### src/rtl/nonlinear_job_scheduler.sv
// Job scheduler for the nonlinear/pooling unit: descriptor FIFO plus a launch/run/done FSM.
// Optional RUN watchdog enabled by defining NL_SCHED_TIMEOUT_EN.
module nonlinear_job_scheduler #(
  parameter int unsigned FIFO_DEPTH     = 4,
  parameter int unsigned TIMEOUT_CYCLES = 65535
) (
  input  logic        clk,
  input  logic        reset,
  input  logic        job_valid,
  output logic        job_ready,
  input  logic [1:0]  job_type,
  input  logic [15:0] job_cycles,
  input  logic [15:0] job_padded_cx,
  input  logic [7:0]  job_shift,
  output logic        nl_enable,
  input  logic        nl_finished,
  output logic [1:0]  nl_type,
  output logic [15:0] nl_cycles,
  output logic [15:0] nl_padded_cx,
  output logic [7:0]  nl_shift,
  output logic        busy,
  output logic        done_pulse,
  output logic [15:0] jobs_completed,
  output logic        error,
  output logic        timeout_flag,
  input  logic        error_clr
);

  localparam int unsigned AW = $clog2(FIFO_DEPTH);
  localparam int unsigned DW = 42;

  generate
    if (FIFO_DEPTH < 2 || (FIFO_DEPTH & (FIFO_DEPTH - 1)) != 0) begin : g_bad_depth
      $error("FIFO_DEPTH must be a power of two, at least 2");
    end
    if (TIMEOUT_CYCLES < 1 || TIMEOUT_CYCLES > 65535) begin : g_bad_timeout
      $error("TIMEOUT_CYCLES must be in 1..65535");
    end
  endgenerate

  typedef enum logic [2:0] {
    S_IDLE, S_CHECK, S_LAUNCH, S_RUN, S_DONE, S_COOLDOWN, S_HALT
  } state_t;

  state_t r_state, w_next;

  logic [DW-1:0] r_mem [FIFO_DEPTH];
  logic [AW:0]   r_wr_ptr, r_rd_ptr;
  logic [DW-1:0] w_head;
  logic          w_empty, w_full, w_push, w_pop;

  logic [1:0]  r_nl_type;
  logic [15:0] r_nl_cycles, r_nl_padded_cx;
  logic [7:0]  r_nl_shift;
  logic [15:0] r_jobs;
  logic        r_error, r_run_first;
  logic        w_job_bad, w_chk_fail, w_fin_ok, w_wdog_trip, w_err_set;

  // Extra pointer bit distinguishes full from empty when the indices match.
  assign w_empty = (r_wr_ptr == r_rd_ptr);
  assign w_full  = (r_wr_ptr[AW] != r_rd_ptr[AW]) &&
                   (r_wr_ptr[AW-1:0] == r_rd_ptr[AW-1:0]);
  assign w_push  = job_valid && !w_full;
  assign w_pop   = (r_state == S_IDLE) && !w_empty;
  assign w_head  = r_mem[r_rd_ptr[AW-1:0]];
  assign job_ready = !w_full;

  always_ff @(posedge clk or negedge reset) begin
    if (!reset) begin
      r_wr_ptr <= '0;
      r_rd_ptr <= '0;
    end else begin
      if (w_push) r_wr_ptr <= r_wr_ptr + 1'b1;
      if (w_pop)  r_rd_ptr <= r_rd_ptr + 1'b1;
    end
  end

  always_ff @(posedge clk) begin
    if (w_push) r_mem[r_wr_ptr[AW-1:0]] <= {job_type, job_cycles, job_padded_cx, job_shift};
  end

  assign w_job_bad  = !((r_nl_type == 2'd1) || (r_nl_type == 2'd2)) || (r_nl_cycles == '0);
  assign w_chk_fail = (r_state == S_CHECK) && w_job_bad;
  assign w_fin_ok   = !r_run_first && nl_finished;

`ifdef NL_SCHED_TIMEOUT_EN
  localparam logic [15:0] WDOG_LAST = 16'(TIMEOUT_CYCLES - 1);
  logic [15:0] r_wdog;
  logic        r_timeout;

  // A finish sampled on the same cycle as the last watchdog count still completes the job.
  assign w_wdog_trip = (r_state == S_RUN) && !w_fin_ok && (r_wdog == WDOG_LAST);

  always_ff @(posedge clk or negedge reset) begin
    if (!reset) begin
      r_wdog    <= '0;
      r_timeout <= 1'b0;
    end else begin
      if (r_state == S_LAUNCH)   r_wdog <= '0;
      else if (r_state == S_RUN) r_wdog <= r_wdog + 16'd1;
      if (w_wdog_trip)    r_timeout <= 1'b1;
      else if (error_clr) r_timeout <= 1'b0;
    end
  end
  assign timeout_flag = r_timeout;
`else
  assign w_wdog_trip  = 1'b0;
  assign timeout_flag = 1'b0;
`endif

  assign w_err_set = w_chk_fail || w_wdog_trip;

  always_ff @(posedge clk or negedge reset) begin
    if (!reset) begin
      r_state        <= S_IDLE;
      r_nl_type      <= '0;
      r_nl_cycles    <= '0;
      r_nl_padded_cx <= '0;
      r_nl_shift     <= '0;
      r_jobs         <= '0;
      r_error        <= 1'b0;
      r_run_first    <= 1'b0;
    end else begin
      r_state     <= w_next;
      r_run_first <= (r_state == S_LAUNCH);
      if (w_pop) {r_nl_type, r_nl_cycles, r_nl_padded_cx, r_nl_shift} <= w_head;
      if (r_state == S_DONE) r_jobs <= r_jobs + 16'd1;
      if (w_err_set)      r_error <= 1'b1;
      else if (error_clr) r_error <= 1'b0;
    end
  end

  always_comb begin
    w_next = r_state;
    case (r_state)
      S_IDLE:     if (!w_empty) w_next = S_CHECK;
      S_CHECK:    w_next = w_job_bad ? S_IDLE : S_LAUNCH;
      S_LAUNCH:   w_next = S_RUN;
      S_RUN: begin
        if (w_fin_ok)         w_next = S_DONE;
        else if (w_wdog_trip) w_next = S_HALT;
      end
      S_DONE:     w_next = S_COOLDOWN;
      S_COOLDOWN: w_next = S_IDLE;
      S_HALT:     if (error_clr) w_next = S_IDLE;
      default:    w_next = S_IDLE;
    endcase
  end

  always_comb begin
    nl_enable  = (r_state == S_LAUNCH);
    done_pulse = (r_state == S_DONE);
    busy       = (r_state != S_IDLE);
  end

  assign nl_type        = r_nl_type;
  assign nl_cycles      = r_nl_cycles;
  assign nl_padded_cx   = r_nl_padded_cx;
  assign nl_shift       = r_nl_shift;
  assign jobs_completed = r_jobs;
  assign error          = r_error;

endmodule

### config.mk
export PLATFORM = sky130hd
export DESIGN_NAME = nonlinear_job_scheduler
export DESIGN_NICKNAME = d
export VERILOG_FILES = /design/src/rtl/nonlinear_job_scheduler.sv
export SDC_FILE = /design/constraint.sdc
export NUM_CORES = 1
export LEC_CHECK = 0
export ABC_AREA = 1
export CORE_ASPECT_RATIO = 0.9
export CORE_MARGIN = 2
export CORE_UTILIZATION = 58
export CTS_BUF_LIST = sky130_fd_sc_hd__clkbuf_4
export CTS_CLUSTER_DIAMETER = 120
export DETAILED_ROUTE_END_ITERATION = 6
export GPL_TIMING_DRIVEN = 0
export PLACE_DENSITY = 0.8
export SLEW_MARGIN = 20
export SYNTH_ARGS = -nofsm -noshare
export SYNTH_HDL_FRONTEND = slang
export SYNTH_SLANG_ARGS = --single-unit
### constraint.sdc
create_clock -name clk -period 3.9 [get_ports clk]
set_input_delay 0.78 -clock clk [delete_from_list [all_inputs] [get_ports clk]]
set_output_delay 0.78 -clock clk [all_outputs]
set_load 0.02 [all_outputs]
# Word level (Yosys, flattened, before mapping)
# Memories as Yosys holds them, arrays and structs flattened. A register that Yosys moved wholly into a read port is not among the register bits.
# Cells that the tools add are included.
[totals]
ram_bits = 168
n_memories = 1
out_inout_bits = 64
regBits = 27
in_bits = 47
[classes]
muxes = 9
n_reduce_logical = 17
addsub = 3
eq_ne = 13
[memory_table]
columns = ["name", "words", "width", "read_ports", "rd_clocked_by_memory_dff", "wr", "line", "rtl"]
rows = [
  ["r_mem", 4, 42, 1, 1, 1, "47", "logic [DW-1:0] r_mem [FIFO_DEPTH];"],
]
[ops]
columns = ["op", "n"]
rows = [
  ["one-hot mux 3 bit (6 select lines)", 1],
  ["adder 16 x 1 -> 16 bit, second input constant", 1],
  ["logical NOT 16 bit", 1],
  ["2-to-1 mux 3 bit", 3],
  ["adder 3 x 1 -> 3 bit, second input constant", 2],
  ["equality test 3 x 2 -> 1 bit, second input constant", 2],
  ["equality test 3 bit, second input constant", 2],
  ["inequality test 2 bit, second input constant", 3],
  ["logical AND 1 bit", 5],
  ["logical NOT 1 bit", 5],
  ["2-to-1 mux 1 bit", 4],
  ["equality test 3 x 1 -> 1 bit, second input constant", 1],
  ["equality test 3 bit", 1],
  ["logical NOT 3 bit", 1],
  ["AND reduction 3 bit", 1],
  ["nonzero test 3 bit", 1],
  ["equality test 2 x 1 -> 1 bit, second input constant", 1],
  ["equality test 2 bit", 1],
  ["equality test 2 bit, second input constant", 1],
  ["logical OR 1 bit", 2],
  ["2-to-1 mux 2 bit", 1],
  ["nonzero test 2 bit", 1],
  ["inequality test 1 bit", 1],
]

# Depth between registers and ports, before layout
# Gate-level depths: netlist of run 1.
[logic_depth]
ltp_word = 6
ltp_mapped = 8
mapped_depth_nobuf = 8

# Worst setup path before layout of run 1
# No wires, ideal clock.
[synth_timing]
path_type = "flip-flop to flip-flop"
startpoint = "reg r_rd_ptr[0]"
endpoint = "mem r_mem[0][0] (enable)"
arrival_ns = 2.906
period_less_slack_ns = 3.347
stages_incl_launch_ff = 6
setup_slack_ns = 0.553
required_ns = 3.458
cell_sequence = "dfrtp_1 -> xor2_1 -> nor2_2 -> nand2_1 -> nand2_1 -> nor2_1"
[synth_via]
elab_chain_len = 6
[synth_lines]
columns = ["element", "line", "rtl"]
rows = [
  ["start, declared", "48", "logic [AW:0] r_wr_ptr, r_rd_ptr;"],
  ["start signal, assigned", "74", "if (w_pop) r_rd_ptr <= r_rd_ptr + 1'b1;"],
  ["equality test 2 bit", "62", "(r_wr_ptr[AW-1:0] == r_rd_ptr[AW-1:0]);"],
  ["logical AND 1 bit", "61", "assign w_full = (r_wr_ptr[AW] != r_rd_ptr[AW]) &&"],
  ["logical NOT 1 bit", "--", ""],
  ["named net job_ready", "10", "output logic job_ready,"],
  ["logical AND 1 bit", "63", "assign w_push = job_valid && !w_full;"],
  ["2-to-1 mux 1 bit", "79", "if (w_push) r_mem[r_wr_ptr[AW-1:0]] <= {job_type, job_cycles, job_padded_cx, job_shift};"],
  ["2-to-1 mux 1 bit (not written as such)", "79", ""],
  ["end, declared", "47", ""],
]
# The timed path passes the listed nets, and every way through them passes these cells.

# Worst setup path after layout of run 1
[layout_timing]
startpoint = "reg r_state[2]"
endpoint = "out busy"
[layout_via]
elab_chain_len = 1
[layout_lines]
columns = ["element", "line", "rtl"]
rows = [
  ["start, declared", "45", "state_t r_state, w_next;"],
  ["start signal, assigned", "124", "r_state <= w_next;"],
  ["nonzero test 3 bit", "153", "busy = (r_state != S_IDLE);"],
  ["end, declared", "21", "output logic busy,"],
]
# No other way between the ends.

==> key figures, run 1 <==
Placed design
  • Dpl hpwl: about 14000 µm
  • Dpl cells: between 1000 and 1500
  • Port buffer count: approximately 110
  • GP Congestion: 0.812
  • Placed standard-cell area: about 11000 µm²
  • Worst slack, placed: around 930 ps

Logic synthesis
  • Mux cell area share after synthesis: 0%
  • Largest family of logic cells by synthesized area: simple AND/OR/NAND/NOR gates
  • YS warnings: 0
  • Largest cells by area after synthesis: edfxtp_1 (53%), dfrtp_1 (18%), nor2_1 (6.2%)
  • Post-synth top area cell: edfxtp_1
  • Synth Net Count: 904
  • Yosys cell types: 29
  • Post-Synth Adder-Cell Area: less than 1%
  • XOR/XNOR share of the synthesized area: 1.28%
  • Register area share after synthesis: a little over two thirds
  • Yosys top cell area share: 52.6%
  • Synthesized area per cell: 11.3 µm²
  • Synthesized flop and latch total: 237
  • Synthesized-area fraction occupied by and/or/nand/nor cells: 16.7%
  • Syn Std Cell Area: between 9000 and 10000 µm²
  • Complex-gate fraction of the synthesized area: about 7.0%
  • Post-Syn Instances: 851

Timing
  • Hold Worst Slack: between 400 and 500 ps
  • RSZ-0062 raised after global routing: no
  • Final worst slack: between 500 and 600 ps
  • Final Hold Viols: 0
  • Fmax: between 200 and 300 MHz
  • Final Critical Period: ~3400 ps
  • Worst-margin pin slew: between 700 and 800 ps
  • Slew headroom: 48.2%
  • Setup violators final: 0
  • Period utilization: 86.2%
  • Final max-slew violation count: 0
  • Worst clock skew: roughly 44 ps
  • Setup total negative slack: 0 ps

Critical path
  • Reg2reg start: r_rd_ptr[0]
  • CP Launch Point: r_state[2]
  • Worst EP arrival: 2580 ps
  • R2R cell count: 6
  • Reg-to-Reg End: r_mem[1][33]
  • Setup slack, reg-to-reg: between 1000 and 1500 ps
  • Startpoint types: register
  • Setup crit end kind: output pin
  • Required @ worst endpoint: roughly 3100 ps
  • Worst Setup EP: busy
  • Critical path type: reg2out
  • Maximum fanout along the worst path: 10

Clocking
  • Post_cts resized: 0
  • Clk_lat worst skew: around 700 ps
  • TritonCTS buffer count: 57
  • # clock sinks: about 240
  • TritonCTS clock tree: built
  • Clock-pin slew on the worst setup and hold paths: about 70 ps
  • Clock Tree Root: clkbuf_4
  • Max clock buf depth: 3
  • Max H-tree Level: 2

Floorplan
  • Num rows: 44
  • Core Box Area: approximately 16000 µm²
  • Die H: approximately 130 µm
  • Die Area: 17600 µm²
  • IO Count: 111
  • Initial core utilization: roughly three fifths
  • Chip width: ~140 µm

Cells and area
  • Fin cells: 1285
  • Layout area overhead: 24.5%
  • Share of layout cells above drive strength 1: 13.2%
  • Layout net count: between 1000 and 1500
  • Most frequent cells in the layout: edfxtp_1 (168), nand2_1 (157), nor2_1 (154)
  • Commonest non-fill, non-tap cell in the layout: edfxtp_1
  • Final core occ: 74.0%
  • Non-Filler Cell Area, Final: around 12000 µm²

Hold path
  • Worst Hold Class: reg2reg

Status
  • Run status: complete, no violations

Global route
  • Initial antenna violation count: 2
  • Grt ovf: 0
  • Vias in the first global route: between 6000 and 7000
  • First-pass GRT wire length: 34400 µm
  • Largest net degree at the start of global routing: 47
  • Global Route Usage Sum: roughly a quarter

Detailed routing
  • Vias: between 6000 and 7000
  • Vias per cell: ~5.4
  • DRC errors left: 0
  • Final antenna-violating net count: 0
  • First-pass DRT Iterations: 5
  • Detailed Route Iter0 Violations: approximately 600
  • Drt total wl: 21600 µm
  • Drt wl/cell: 16.8 µm

Flow run
  • Maxcap violations: 0

Pwr
  • Leakage Power: approximately 4.7 nW
  • Power Total: roughly 9.5 mW
  • VDD IR-drop max: approximately 0.51 mV
  • PD cells: roughly 800 nW/µm²
how the worst min path moves through the flow:
| stage | startpoint | endpoint | slack (ps) | cells past startpoint |
|---|---|---|---|---|
| 5_1_grt | nl_shift[1] | nl_shift[1] | 500 | 2 |
| 3_3_place_gp | nl_shift[1] | nl_shift[1] | 450 | 2 |
| 6_report | nl_shift[6] | nl_shift[6] | 470 | 2 |
| 3_5_place_dp | nl_shift[4] | nl_shift[4] | 460 | 2 |
| 2_1_floorplan | reset | error | 480 | 0 |
| 4_1_cts | nl_shift[3] | nl_shift[3] | 480 | 2 |
critical path: stages, from the launching register on:
cell,delay [ps]
dfrtp_1,380
buf_6,140
nor3_4,290
buf_4,250
buf_2,260
inv_1,60
clkdlybuf4s50_1,530
routing by layer:
metal	up-vias	wire length [µm]	GRT usage, %	part of all wire (%)
li1	3296	-	-	-
met1	3259	9120	34.2	42
met2	332	10000	39.5	46
met3	40	1970	5.63	9.1
met4	2	443	10.8	2.1
met5	-	13	0	0.060
Yosys cell counts (all sizes together):
cell type	n
nand3	55
nand4	3
a21oi	2
conb	1
o21bai	1
o21ai	131
xor2	13
edfxtp	168
nand3b	3
nor3	5
inv	29
nor2	162
nand2	159
xnor2	1
buf	32
clkinv	1
clkbuf	10
ha	6
dfrtp	69
state kept, by name (all words and copies together), names as in the netlist:
signal	count
error	1
jobs_completed	16
nl_cycles	16
nl_padded_cx	16
nl_shift	8
nl_type	2
r_mem	168
r_rd_ptr	3
r_run_first	1
r_state	3
r_wr_ptr	3
power by group:
part / switching [mW] / internal (mW) / leakage [nW]
registers: 0.314 / 3.41 / 2.42
logic: 2.41 / 1.37 / 1.88
clock network: 0.991 / 1.05 / 0.442
timing repair:
item,in CTS,in global routing
hold buffers,1,0
endpoints found under the hold margin,23,0
setup buffers,0,0
logic make-up (layout without fill, tap and decap cells):
family	count (synthesis)	in the layout
other	1	2
AO/OA/AOI/OAI	134	134
buffers and inverters	72	298
AND/OR/NAND/NOR	387	387
flip-flops	237	237
XOR/XNOR	14	14
adder cells (fa/ha/maj)	6	6
final cells by class:
type | instances | area (µm²)
Buffer | 42 | 225
Timing Repair Buffer | 118 | 1300
Sequential cell | 237 | 6770
Clock inverter | 25 | 129
Tap cell | 207 | 259
Inverter | 30 | 113
Multi-Input combinational cell | 542 | 2500
Fill cell | 1074 | 4200
Antenna cell | 1 | 2.50
Clock buffer | 83 | 623
Power figures use the tool's default switching activity.
==> run 2: changes to the inputs <==
--- a/config.mk
+++ b/config.mk
@@ -18,3 +18,4 @@
 export SYNTH_ARGS = -nofsm -noshare
 export SYNTH_HDL_FRONTEND = slang
 export SYNTH_SLANG_ARGS = --single-unit
+export TNS_END_PERCENT = 20
==> results of run 2 <==
Final layout, timing and power as in run 1 (identical DEF).
